File: config.mk
export PLATFORM = sky130hd
export DESIGN_NAME = mem_stage_ctrl
export DESIGN_NICKNAME = d
export VERILOG_FILES = /design/src/rtl/mem_stage_pkg.sv /design/src/rtl/mem_bus_timer.sv /design/src/rtl/mem_stage_ctrl.sv
export SDC_FILE = /design/constraint.sdc
export NUM_CORES = 1
export LEC_CHECK = 0
export CORE_MARGIN = 2
export CORE_UTILIZATION = 41
export CTS_CLUSTER_DIAMETER = 100
export DETAILED_ROUTE_END_ITERATION = 10
export PLACE_DENSITY_LB_ADDON = 0.15
export REMOVE_ABC_BUFFERS = 1
export SETUP_SLACK_MARGIN = 0.05
export SLEW_MARGIN = 20
export SYNTH_ARGS = -nofsm -noshare
export SYNTH_HDL_FRONTEND = slang
export SYNTH_HIERARCHICAL = 1
export SYNTH_SLANG_ARGS = --single-unit
File: constraint.sdc
create_clock -name clk -period 6.3 [get_ports clk]
set_clock_uncertainty 0.2 [all_clocks]
set_input_delay 1.26 -clock clk [delete_from_list [all_inputs] [get_ports clk]]
set_output_delay 1.26 -clock clk [all_outputs]
set_load 0.01 [all_outputs]
File: src/rtl/mem_stage_pkg.sv
// Shared pipeline definitions for the memory stage.
//   state_t      : memory-controller FSM encoding
//   RESET_PC_DEF : reset value of the MEM/WB PC register
//   MTR_*        : writeback source select encodings (ex_memtoreg / wb_memtoreg)
package mem_stage_pkg;

    typedef enum logic {
        ST_IDLE = 1'b0,
        ST_BUSY = 1'b1
    } state_t;

    localparam logic [31:0] RESET_PC_DEF = 32'h8000_0000;

    localparam logic [1:0] MTR_ALU = 2'd0;
    localparam logic [1:0] MTR_MEM = 2'd1;
    localparam logic [1:0] MTR_PC  = 2'd2;

endpackage

File: src/rtl/mem_bus_timer.sv
// Bus timeout counter.
//   clk, reset : clock, async active-low reset
//   clr        : synchronous clear to 0 (has priority over en)
//   en         : count up by one
//   count      : current count
//   tc         : terminal count, high when count == TIMEOUT-1
module mem_bus_timer #(
    parameter int TIMEOUT = 16,
    parameter int CNT_W   = 5
) (
    input  logic             clk,
    input  logic             reset,
    input  logic             clr,
    input  logic             en,
    output logic [CNT_W-1:0] count,
    output logic             tc
);

    always_ff @(posedge clk or negedge reset) begin
        if (!reset)
            count <= '0;
        else if (clr)
            count <= '0;
        else if (en)
            count <= count + 1'b1;
    end

    assign tc = (count == CNT_W'(TIMEOUT - 1));

endmodule

File: src/rtl/mem_stage_ctrl.sv
// Memory-stage controller between the EX/MEM register and writeback.
// Loads/stores run a req/ack transaction on the data bus while the
// upstream pipeline is stalled; results are registered into MEM/WB.
//   ex_*       : EX/MEM register outputs (held stable while stall is high)
//   stall      : hold EX/MEM and earlier stages (combinational)
//   bus_*      : data-bus master side; req held for the whole BUSY period
//   bus_err    : one-cycle pulse after a timeout or misaligned access
//   wb_*       : MEM/WB register outputs
module mem_stage_ctrl
    import mem_stage_pkg::*;
#(
    parameter int          TIMEOUT  = 16,
    parameter int          CNT_W    = 5,
    parameter logic [31:0] RESET_PC = RESET_PC_DEF
) (
    input  logic        clk,
    input  logic        reset,
    input  logic [31:0] ex_aluout,
    input  logic [31:0] ex_databusB,
    input  logic [31:0] ex_pc,
    input  logic        ex_memrd,
    input  logic        ex_memwr,
    input  logic [1:0]  ex_memtoreg,
    input  logic        ex_regwr,
    input  logic [4:0]  ex_wraddr,
    output logic        stall,
    output logic        bus_req,
    output logic        bus_we,
    output logic [31:0] bus_addr,
    output logic [31:0] bus_wdata,
    input  logic [31:0] bus_rdata,
    input  logic        bus_ack,
    output logic        bus_err,
    output logic [31:0] wb_aluout,
    output logic [31:0] wb_rdata,
    output logic [31:0] wb_pc,
    output logic [1:0]  wb_memtoreg,
    output logic        wb_regwr,
    output logic [4:0]  wb_wraddr
);

    state_t     state, state_nxt;
    logic       acc, mis, start, ack_hit, tmo_hit, done, err;
    logic       tc;
    logic [CNT_W-1:0] count;

    mem_bus_timer #(.TIMEOUT(TIMEOUT), .CNT_W(CNT_W)) u_timer (
        .clk   (clk),
        .reset (reset),
        .clr   (state != ST_BUSY),
        .en    (state == ST_BUSY),
        .count (count),
        .tc    (tc)
    );

    always_ff @(posedge clk or negedge reset) begin
        if (!reset)
            state <= ST_IDLE;
        else
            state <= state_nxt;
    end

    always_comb begin
        state_nxt = state;
        acc       = ex_memrd | ex_memwr;
        mis       = acc & (ex_aluout[1:0] != 2'b00);
        start     = 1'b0;
        ack_hit   = 1'b0;
        tmo_hit   = 1'b0;
        done      = 1'b0;
        err       = 1'b0;
        case (state)
            ST_IDLE: begin
                // Misaligned accesses never reach the bus; they retire at once with an error.
                if (mis) begin
                    done = 1'b1;
                    err  = 1'b1;
                end else if (acc) begin
                    start     = 1'b1;
                    state_nxt = ST_BUSY;
                end
            end
            ST_BUSY: begin
                ack_hit = bus_ack;
                // An ack on the terminal cycle wins over the timeout.
                tmo_hit = tc & ~bus_ack;
                if (ack_hit | tmo_hit) begin
                    done      = 1'b1;
                    err       = tmo_hit;
                    state_nxt = ST_IDLE;
                end
            end
            default: state_nxt = ST_IDLE;
        endcase
        stall = acc & ~done;
    end

    assign bus_req = (state == ST_BUSY);

    // Bus command registers: loaded on entry to BUSY, stable until the next access.
    always_ff @(posedge clk or negedge reset) begin
        if (!reset) begin
            bus_addr  <= '0;
            bus_wdata <= '0;
            bus_we    <= 1'b0;
        end else if (start) begin
            bus_addr  <= {ex_aluout[31:2], 2'b00};
            bus_wdata <= ex_databusB;
            bus_we    <= ex_memwr;  // both set -> store
        end
    end

    always_ff @(posedge clk or negedge reset) begin
        if (!reset)
            bus_err <= 1'b0;
        else
            bus_err <= err;
    end

    // MEM/WB register: bubble while stalled, otherwise capture the instruction.
    always_ff @(posedge clk or negedge reset) begin
        if (!reset) begin
            wb_aluout   <= '0;
            wb_rdata    <= '0;
            wb_pc       <= RESET_PC;
            wb_memtoreg <= '0;
            wb_regwr    <= 1'b0;
            wb_wraddr   <= '0;
        end else begin
            wb_aluout <= ex_aluout;
            wb_pc     <= ex_pc;
            if (stall) begin
                wb_rdata    <= '0;
                wb_memtoreg <= '0;
                wb_regwr    <= 1'b0;
                wb_wraddr   <= '0;
            end else begin
                wb_rdata    <= ack_hit ? bus_rdata : 32'd0;
                wb_memtoreg <= ex_memtoreg;
                // A failed access must not write the register file.
                wb_regwr    <= ex_regwr & ~err;
                wb_wraddr   <= ex_wraddr;
            end
        end
    end

endmodule

Yosys cells after proc, flatten, opt, wreduce, memory -nomap -nowiden
Cells that the tools add are included.

Flip-flop bits (word level): 174. Input port bits: 141. Output and inout port bits: 172. Logic and storage cells: 42.

$add $sub $neg: 1. Equal/unequal tests: 1. Mux-type cells: 17. Bitwise operators: 10. Reductions and logical operators: 1.

Operators by type and width (number): $mux 32 (2); $mux 5 (2); $mux 1 (9); $pmux 1 s2 (3); $add 5x1->5 const B (1); $eq 5x4->1 const B (1); $and 1x1->1 (4); $not 1->1 (4); $mux 2 (1); $or 1x1->1 (2); $reduce_bool 2->1 (1).

Longest topological paths before layout
Gate-level depths: netlist of run 1.

Depth in word-level cells: 8. Depth in mapped cells: 6. Mapped depth without buffers: 6.

Cells and area by module
Netlist of run 1, hierarchy kept.

Modules (own cells, without submodules): mem_stage_ctrl (times used 1, cells each 301, area each 5392.7 µm², sequential area each 4230.3 µm²); mem_bus_timer (times used 1, cells each 23, area each 270.3 µm², sequential area each 125.1 µm²).

Worst setup path before layout of run 1
OpenSTA, ideal clock, no wires.

Kind: input-to-output. From: input port bus_ack. To: output port stall. Arrival time: 2.039 ns. Required time: 4.840 ns. Slack: 2.801 ns. Cell stages on the path: 3. Buffers on the path: 0. Path through: or3b_2 > o32a_1 > inv_1.

Word-level cells in the longest chain between the ends: 7.

RTL lines: from (decl) (RTL line mem_stage_ctrl.sv:32) `input logic bus_ack,`; $not 1->1 (RTL line mem_stage_ctrl.sv:86) `tmo_hit = tc & ~bus_ack;`; $and 1x1->1 (RTL line mem_stage_ctrl.sv:86); $or 1x1->1 (*) (RTL line mem_stage_ctrl.sv:87) `if (ack_hit | tmo_hit) begin`; $mux 1 (*) (RTL line mem_stage_ctrl.sv:87); $pmux 1 s2 (*) (RTL line mem_stage_ctrl.sv:72) `case (state)`; $not 1->1 (*) (RTL line mem_stage_ctrl.sv:95) `stall = acc & ~done;`; $and 1x1->1 (*) (RTL line mem_stage_ctrl.sv:95); to (decl) (RTL line mem_stage_ctrl.sv:26) `output logic stall,`.

Mark *: on every way between the ends. The rest lies on a longest branch, timed or not.

Worst setup path after layout of run 1
Same ends and word-level chain as after synthesis.

==> impl_metrics.csv, run 1 <==
group,metric,value,unit
outcome,status,"completed",
floorplanning,initial_core_util,42.4,%
floorplanning,dieArea,0.0148,sq mm
power_and_ir_drop,p_int,2.29,mW
placement,place_congestion,0.772,
job,cap_violations,0,
yosys,synth-seq-cells,174,
critical_path,reg2regPathDepth,5,
yosys,synth_edf_count,0,
global_routing,grtUsageTotal,21.3,%
route,drtIter0Drc,162,
global_routing,grt_pass1_vias,4211,
yosys,synth.distinct_cells,32,
power_and_ir_drop,pwr-share-seq,43.9,%
route,first_pass_iters,4,
route,drt-total-wl,15200,um
sta,worst_pin_slew,1.05,ns
sta,timing.final.ws_setup,1.59,ns
hold_path,hold_path_end,"bus_wdata[24]",
floorplanning,pin_count,313,
yosys,yosys_warnings,6,
cells_and_area,drive_gt1_share,15.0,%
critical_path,r2r-start,"bus_req",
clocking,tritoncts,"built",
clocking,post_cts_buffers,0,
power_and_ir_drop,p_sw_share,23.3,%
critical_path,r2r-end,"bus_wdata[4]",
power_and_ir_drop,vdd_drop_max,0.232,mV
floorplanning,die_x,122,um
critical_path,end_kind,"output port",
clocking,cts_hold_buf,0,
placement,pre_cts_slack,1.60,ns
route,vias,3877,
yosys,yosysTopAreaCellShare,76.4,%
critical_path,cp_cell_sequence,"clkdlybuf4s50_1 -> buf_4 -> or3b_2 -> o32a_1 -> inv_1 -> clkdlybuf4s50_1",
critical_path,critPathRequiredTime,4.84,ns
sta,slew_viol_final,0,
cells_and_area,area_growth,68.2,%
route,viasPerCell,4.67,
clocking,numClockSinks,174,
sta,fin_crit_sh,74.7,%
placement,dp_cells,799,
critical_path,cpPeakStageDelay,0.53,ns
critical_path,crit_path_start_kind,"input pin",
clocking,cts.clk_slew.worst_paths,0.06,ns
cells_and_area,finalNetCount,785,
cells_and_area,final_cells,831,
route,routedWlPerCell,18.3,um
hold_path,hold_depth,1,
global_routing,grt_pass1_wl,23200,um
sta,rsz0062_at_grt,"false",
power_and_ir_drop,p_leak,4.18,nW
clocking,root_buffer,"clkbuf_16",
cells_and_area,diodes,0,
yosys,synth_cells,324,
hold_path,hp-start,"bus_wdata[24]",
sta,min_period,4.71,ns
floorplanning,coreArea,0.0133,sq mm
yosys,synth_area_leader_cell,"dfrtp_1",
placement,place_hpwl,11300,um
yosys,ys.flop_type,"dfrtp_1",
global_routing,grt_max_degree,108,
critical_path,critPathSlowestCell,"clkdlybuf4s50_1",
global_routing,antenna_found_initial,0,
sta,setup-tns-final,0,ns
power_and_ir_drop,total_power,2.99,mW
critical_path,cp_max_fo,35,
clocking,cts_buffer_depth,2,
power_and_ir_drop,clkPwrFrac,35.7,%
critical_path,r2r_setup_slack,3.52,ns
power_and_ir_drop,powerDensity,314,mW/mm^2
floorplanning,rows,42,
placement,numPortBuffers,310,
route,route.detailed.drc,0,
yosys,yosysSeqAreaShare,76.9,%
yosys,synthArstFlopShare,100,%
critical_path,cp.arrival,3.25,ns
power_and_ir_drop,comb_power_share,20.4,%
global_routing,grt_overflow,0,
critical_path,path_class,"in -> out",
floorplanning,die_y,122,um
power_and_ir_drop,power_switching,0.696,mW
sta,slew_headroom,29.5,%
critical_path,path_common_cell,"clkdlybuf4s50_1",
sta,hold_viol_final,0,
yosys,synth_area_leaders,"dfrtp_1 (76%), mux2_2 (12%), and3_1 (3.6%)",
hold_path,min_path_type,"reg -> reg",
clocking,htreeDepth,4,
yosys,netlist_area,0.00566,sq mm
cells_and_area,layout_common_cells,"clkdlybuf4s50_1 (309), dfrtp_1 (173), mux2_2 (58)",
sta,fmax,212,MHz
route,ant_nets,0,
sta,setup_viol,0,
clocking,cts_buffers,17,
yosys,syn_avg_cell_area,17.5,sq um
clocking,cts_repair_resize_count,0,
clocking,clkLatencyLatePin,0.42,ns
cells_and_area,final_common_cell,"clkdlybuf4s50_1",
flip-flops by register name, summed over array words and instances (netlist names):
| signal | cells |
|---|---|
| bus_wdata | 32 |
| bus_req | 1 |
| u_timer/count | 5 |
| bus_err | 1 |
| wb_pc | 32 |
| wb_rdata | 32 |
| bus_addr | 30 |
| bus_we | 1 |
| wb_wraddr | 5 |
| wb_memtoreg | 2 |
| wb_regwr | 1 |
| wb_aluout | 32 |
layer usage:
layer / track usage, % / vias to the layer above / share of wire, %
met5: 0 / - / 0
met4: 9.91 / 0 / 3.2
met3: 7.66 / 32 / 8.2
met2: 37.8 / 182 / 53
met1: 22.6 / 1925 / 35
li1: - / 1738 / -
worst max-delay path by stage:
stage	from	endpoint	cells after the start
2_1_floorplan	ex_memwr	bus_addr[10]	3
6_report	bus_ack	stall	6
5_1_grt	bus_ack	stall	6
3_3_place_gp	bus_ack	stall	6
4_1_cts	bus_ack	stall	6
3_5_place_dp	bus_ack	stall	6
power by group through the flow:
| stage | clock, mW | sequential (mW) | combinational, mW |
|---|---|---|---|
| 2_1_floorplan | 0 | 1.40 | 0.114 |
| 3_3_place_gp | 0 | 1.32 | 0.603 |
| 3_5_place_dp | 0 | 1.33 | 0.616 |
| 4_1_cts | 1.09 | 1.31 | 0.619 |
| 5_1_grt | 1.14 | 1.33 | 0.648 |
| 6_report | 1.07 | 1.31 | 0.609 |
synthesized netlist by cell type (2+ instances only):
cell type / number
buf_6: 7
and3_1: 33
nor2_1: 5
ha_1: 2
and2_1: 7
mux2_2: 58
nand3b_1: 2
inv_1: 3
clkbuf_1: 7
mux2_1: 5
buf_4: 2
dfrtp_1: 173
final cells by class:
class | count | area [sq um]
sequential | 174 | 4360
fill | 927 | 3820
timing repair buffer | 314 | 3150
multi-input combinational | 132 | 1180
clock buffer | 23 | 478
tap | 176 | 220
clock inverter | 9 | 133
inverter | 3 | 11.3
cells by family after synthesis:
group | share of synthesized area (%)
AND/OR/NAND/NOR | 6.10
multiplexers | 13.0
other | 0.0662
AO/OA/AOI/OAI | 1.04
buffers and inverters | 2.32
adder cells (fa/ha/maj) | 0.442
flip-flops | 76.9
XOR/XNOR | 0.155
stage by stage:
stage                     instance area [sq um]  utilization [%]  hold slack [ns]
after floorplan                            5550                -            0.326
after global placement                     8910             66.8            0.267
after detailed placement                   8910             66.8            0.278
after CTS                                  9520             71.4            0.292
after global routing                       9520             71.4            0.315
final                                      9520             71.4            0.288
critical path: cells and delay by family:
family,cells,cell delay [ns]
compound gates,1,0.27
simple gates,1,0.48
buf+inv,4,1.22
No activity file was read; power rests on OpenSTA's default activity.
==> run 2: changes to the inputs <==
--- a/config.mk
+++ b/config.mk
@@ -6,7 +6,7 @@
 export NUM_CORES = 1
 export LEC_CHECK = 0
 export CORE_MARGIN = 2
-export CORE_UTILIZATION = 41
+export CORE_UTILIZATION = 35
 export CTS_CLUSTER_DIAMETER = 100
 export DETAILED_ROUTE_END_ITERATION = 10
 export PLACE_DENSITY_LB_ADDON = 0.15
==> constraint.sdc (replaced) <==
create_clock -name clk -period 4 [get_ports clk]
set_clock_uncertainty 0.2 [all_clocks]
set_input_delay 0.8 -clock clk [delete_from_list [all_inputs] [get_ports clk]]
set_output_delay 0.8 -clock clk [all_outputs]
set_load 0.01 [all_outputs]
==> run 2 against run 1 <==
Net effect:
- core utilization fell by 11 points
- critical endpoint unchanged
- count of clock-buffer cells in the layout down 3
- critical path type is now reg -> out
- total power grew 53%
- non-clock buffer count grew 2
- flip-flop and latch count did not move
- sequential power increased by 57%
- combinational power increased by 57%
- largest power group unchanged
- sequential share of layout area shrank 0.12 points
- die area rose by 17%
==> impl_metrics.csv, run 2 (same netlist as run 1, synthesis figures left out) <==
group,metric,value,unit
critical_path,end_kind,"output port",
critical_path,r2r-start,"u_timer/count[0]",
route,vias,3849,
cells_and_area,drive_gt1_share,15.4,%
floorplanning,rows,46,
critical_path,r2r-end,"wb_wraddr[1]",
power_and_ir_drop,powerDensity,478,mW/mm^2
clocking,cts_buffer_depth,2,
route,viasPerCell,4.41,
critical_path,r2r_setup_slack,1.64,ns
route,first_pass_iters,4,
power_and_ir_drop,clkPwrFrac,33.9,%
power_and_ir_drop,power_switching,1.11,mW
global_routing,antenna_found_initial,0,
sta,fin_crit_sh,93.1,%
power_and_ir_drop,vdd_drop_max,0.274,mV
route,routedWlPerCell,17.2,um
cells_and_area,fillers,1215,
critical_path,path_class,"reg -> out",
sta,holdWs,0.231,ns
clocking,root_buffer,"clkbuf_16",
placement,place_hpwl,11200,um
cells_and_area,fin_util,60.3,%
floorplanning,coreArea,0.0158,sq mm
placement,dp_cells,840,
power_and_ir_drop,p_leak,4.17,nW
route,wl_met1,5830,um
sta,fmax,268,MHz
cells_and_area,finalNetCount,787,
global_routing,grtUsageTotal,17.8,%
power_and_ir_drop,comb_power_share,21.0,%
critical_path,reg2regPathDepth,7,
clocking,clkLatencyLatePin,0.41,ns
sta,rsz0062_at_grt,"false",
clocking,cts_repair_resize_count,0,
critical_path,critPathRequiredTime,3.00,ns
sta,setup_viol,0,
power_and_ir_drop,p_int,3.45,mW
floorplanning,pin_count,313,
global_routing,grt_overflow,0,
cells_and_area,area_growth,68.6,%
floorplanning,dieArea,0.0172,sq mm
sta,setup-tns-final,0,ns
power_and_ir_drop,p_sw_share,24.4,%
clocking,cts_buffers,17,
clocking,cts.clk_slew.worst_paths,0.06,ns
cells_and_area,layout_common_cells,"clkdlybuf4s50_1 (309), dfrtp_1 (173), mux2_2 (58)",
outcome,status,"completed",
route,met2_length,7690,um
floorplanning,die_x,131,um
floorplanning,initial_core_util,35.8,%
route,top_layer,"met4",
sta,hold_viol_final,0,
cells_and_area,final_common_cell,"clkdlybuf4s50_1",
critical_path,cp.arrival,2.73,ns
route,ant_nets,0,
route,drt-total-wl,15000,um
route,wl_met3,1130,um
critical_path,crit_path_start_kind,"register",
clocking,numClockSinks,174,
cells_and_area,final_cells,873,
clocking,tritoncts,"built",
hold_path,min_path_type,"in -> async",
global_routing,grt_pass1_wl,23500,um
route,drtIter0Drc,168,
critical_path,cp_max_fo,3,
clocking,htreeDepth,4,
job,cap_violations,0,
sta,slew_headroom,47.7,%
cells_and_area,diodes,0,
route,route.detailed.drc,0,
sta,min_period,3.73,ns
floorplanning,die_y,131,um
power_and_ir_drop,pwr-share-seq,45.1,%
sta,slew_viol_final,0,
global_routing,grt_pass1_vias,4109,
placement,place_congestion,0.777,
sta,worst_pin_slew,0.784,ns
global_routing,grt_max_degree,87,
placement,numPortBuffers,310,
[run 2: cell count changes in the layout (fill, tap and decap cells not counted)]
cell / change
clkinv_2: +1
buf_12: +1
clkinvlp_4: +1
clkbuf_1: -1
buf_4: +1
clkinv_4: +1
bufinv_16: -2
inv_6: +2
clkbuf_8: -2
[run 2: worst max-delay path, stage by stage (launching register included)]
cell and delay [ns]:
dfrtp_1 0.41, ha_1 0.24, and3_1 0.17, ha_1 0.21, or3b_2 0.49, o32a_1 0.20
inv_1 0.06, clkdlybuf4s50_1 0.52
[run 2: routing by layer]
| metal | vias to the layer above | GRT usage (%) |
|---|---|---|
| met5 | - | 0 |
| met4 | 0 | 7.25 |
| met3 | 25 | 6.02 |
| met2 | 181 | 30.8 |
| met1 | 1905 | 20.2 |
| li1 | 1738 | - |
[run 2: repair_timing]
item	CTS	global route
hold buffers	0	0
buffers inserted	0	1
setup endpoints to repair	0	1
endpoints found under the hold margin	0	0
[run 2: worst max-delay path by stage]
stage                           from           end  slack [ns]  cells after the start
floorplan                    bus_req  bus_addr[10]        0.69                      3
global placement             bus_ack         stall        0.41                      5
detailed placement           bus_ack         stall        0.41                      5
CTS                 u_timer/count[0]         stall        0.14                      7
global route        u_timer/count[0]         stall        0.17                      7
finish              u_timer/count[0]         stall        0.27                      7
[run 2: area by class of cell]
type,instances,area (sq um),share of cell area [%]
clock inverter,12,111,1.17
sequential,174,4360,45.6
inverter,3,11.3,0.118
timing repair buffer,316,3170,33.2
clock buffer,20,447,4.68
multi-input combinational,132,1180,12.4
tap,216,270,2.83
[run 2: power by group through the flow]
stage / clock network (mW) / logic [mW] / registers, mW
after global routing: 1.67 / 1.02 / 2.09
after detailed placement: 0 / 0.969 / 2.10
after global placement: 0 / 0.956 / 2.09
after CTS: 1.59 / 0.974 / 2.06
after floorplan: 0 / 0.180 / 2.20
final: 1.55 / 0.958 / 2.06
[run 2: through the flow]
step	area, sq um	worst slack, ns	power [mW]
2_1_floorplan	5550	0.694	2.38
3_3_place_gp	8980	0.406	3.04
3_5_place_dp	8980	0.413	3.06
4_1_cts	9540	0.136	4.63
5_1_grt	9550	0.167	4.77
6_report	9550	0.275	4.57
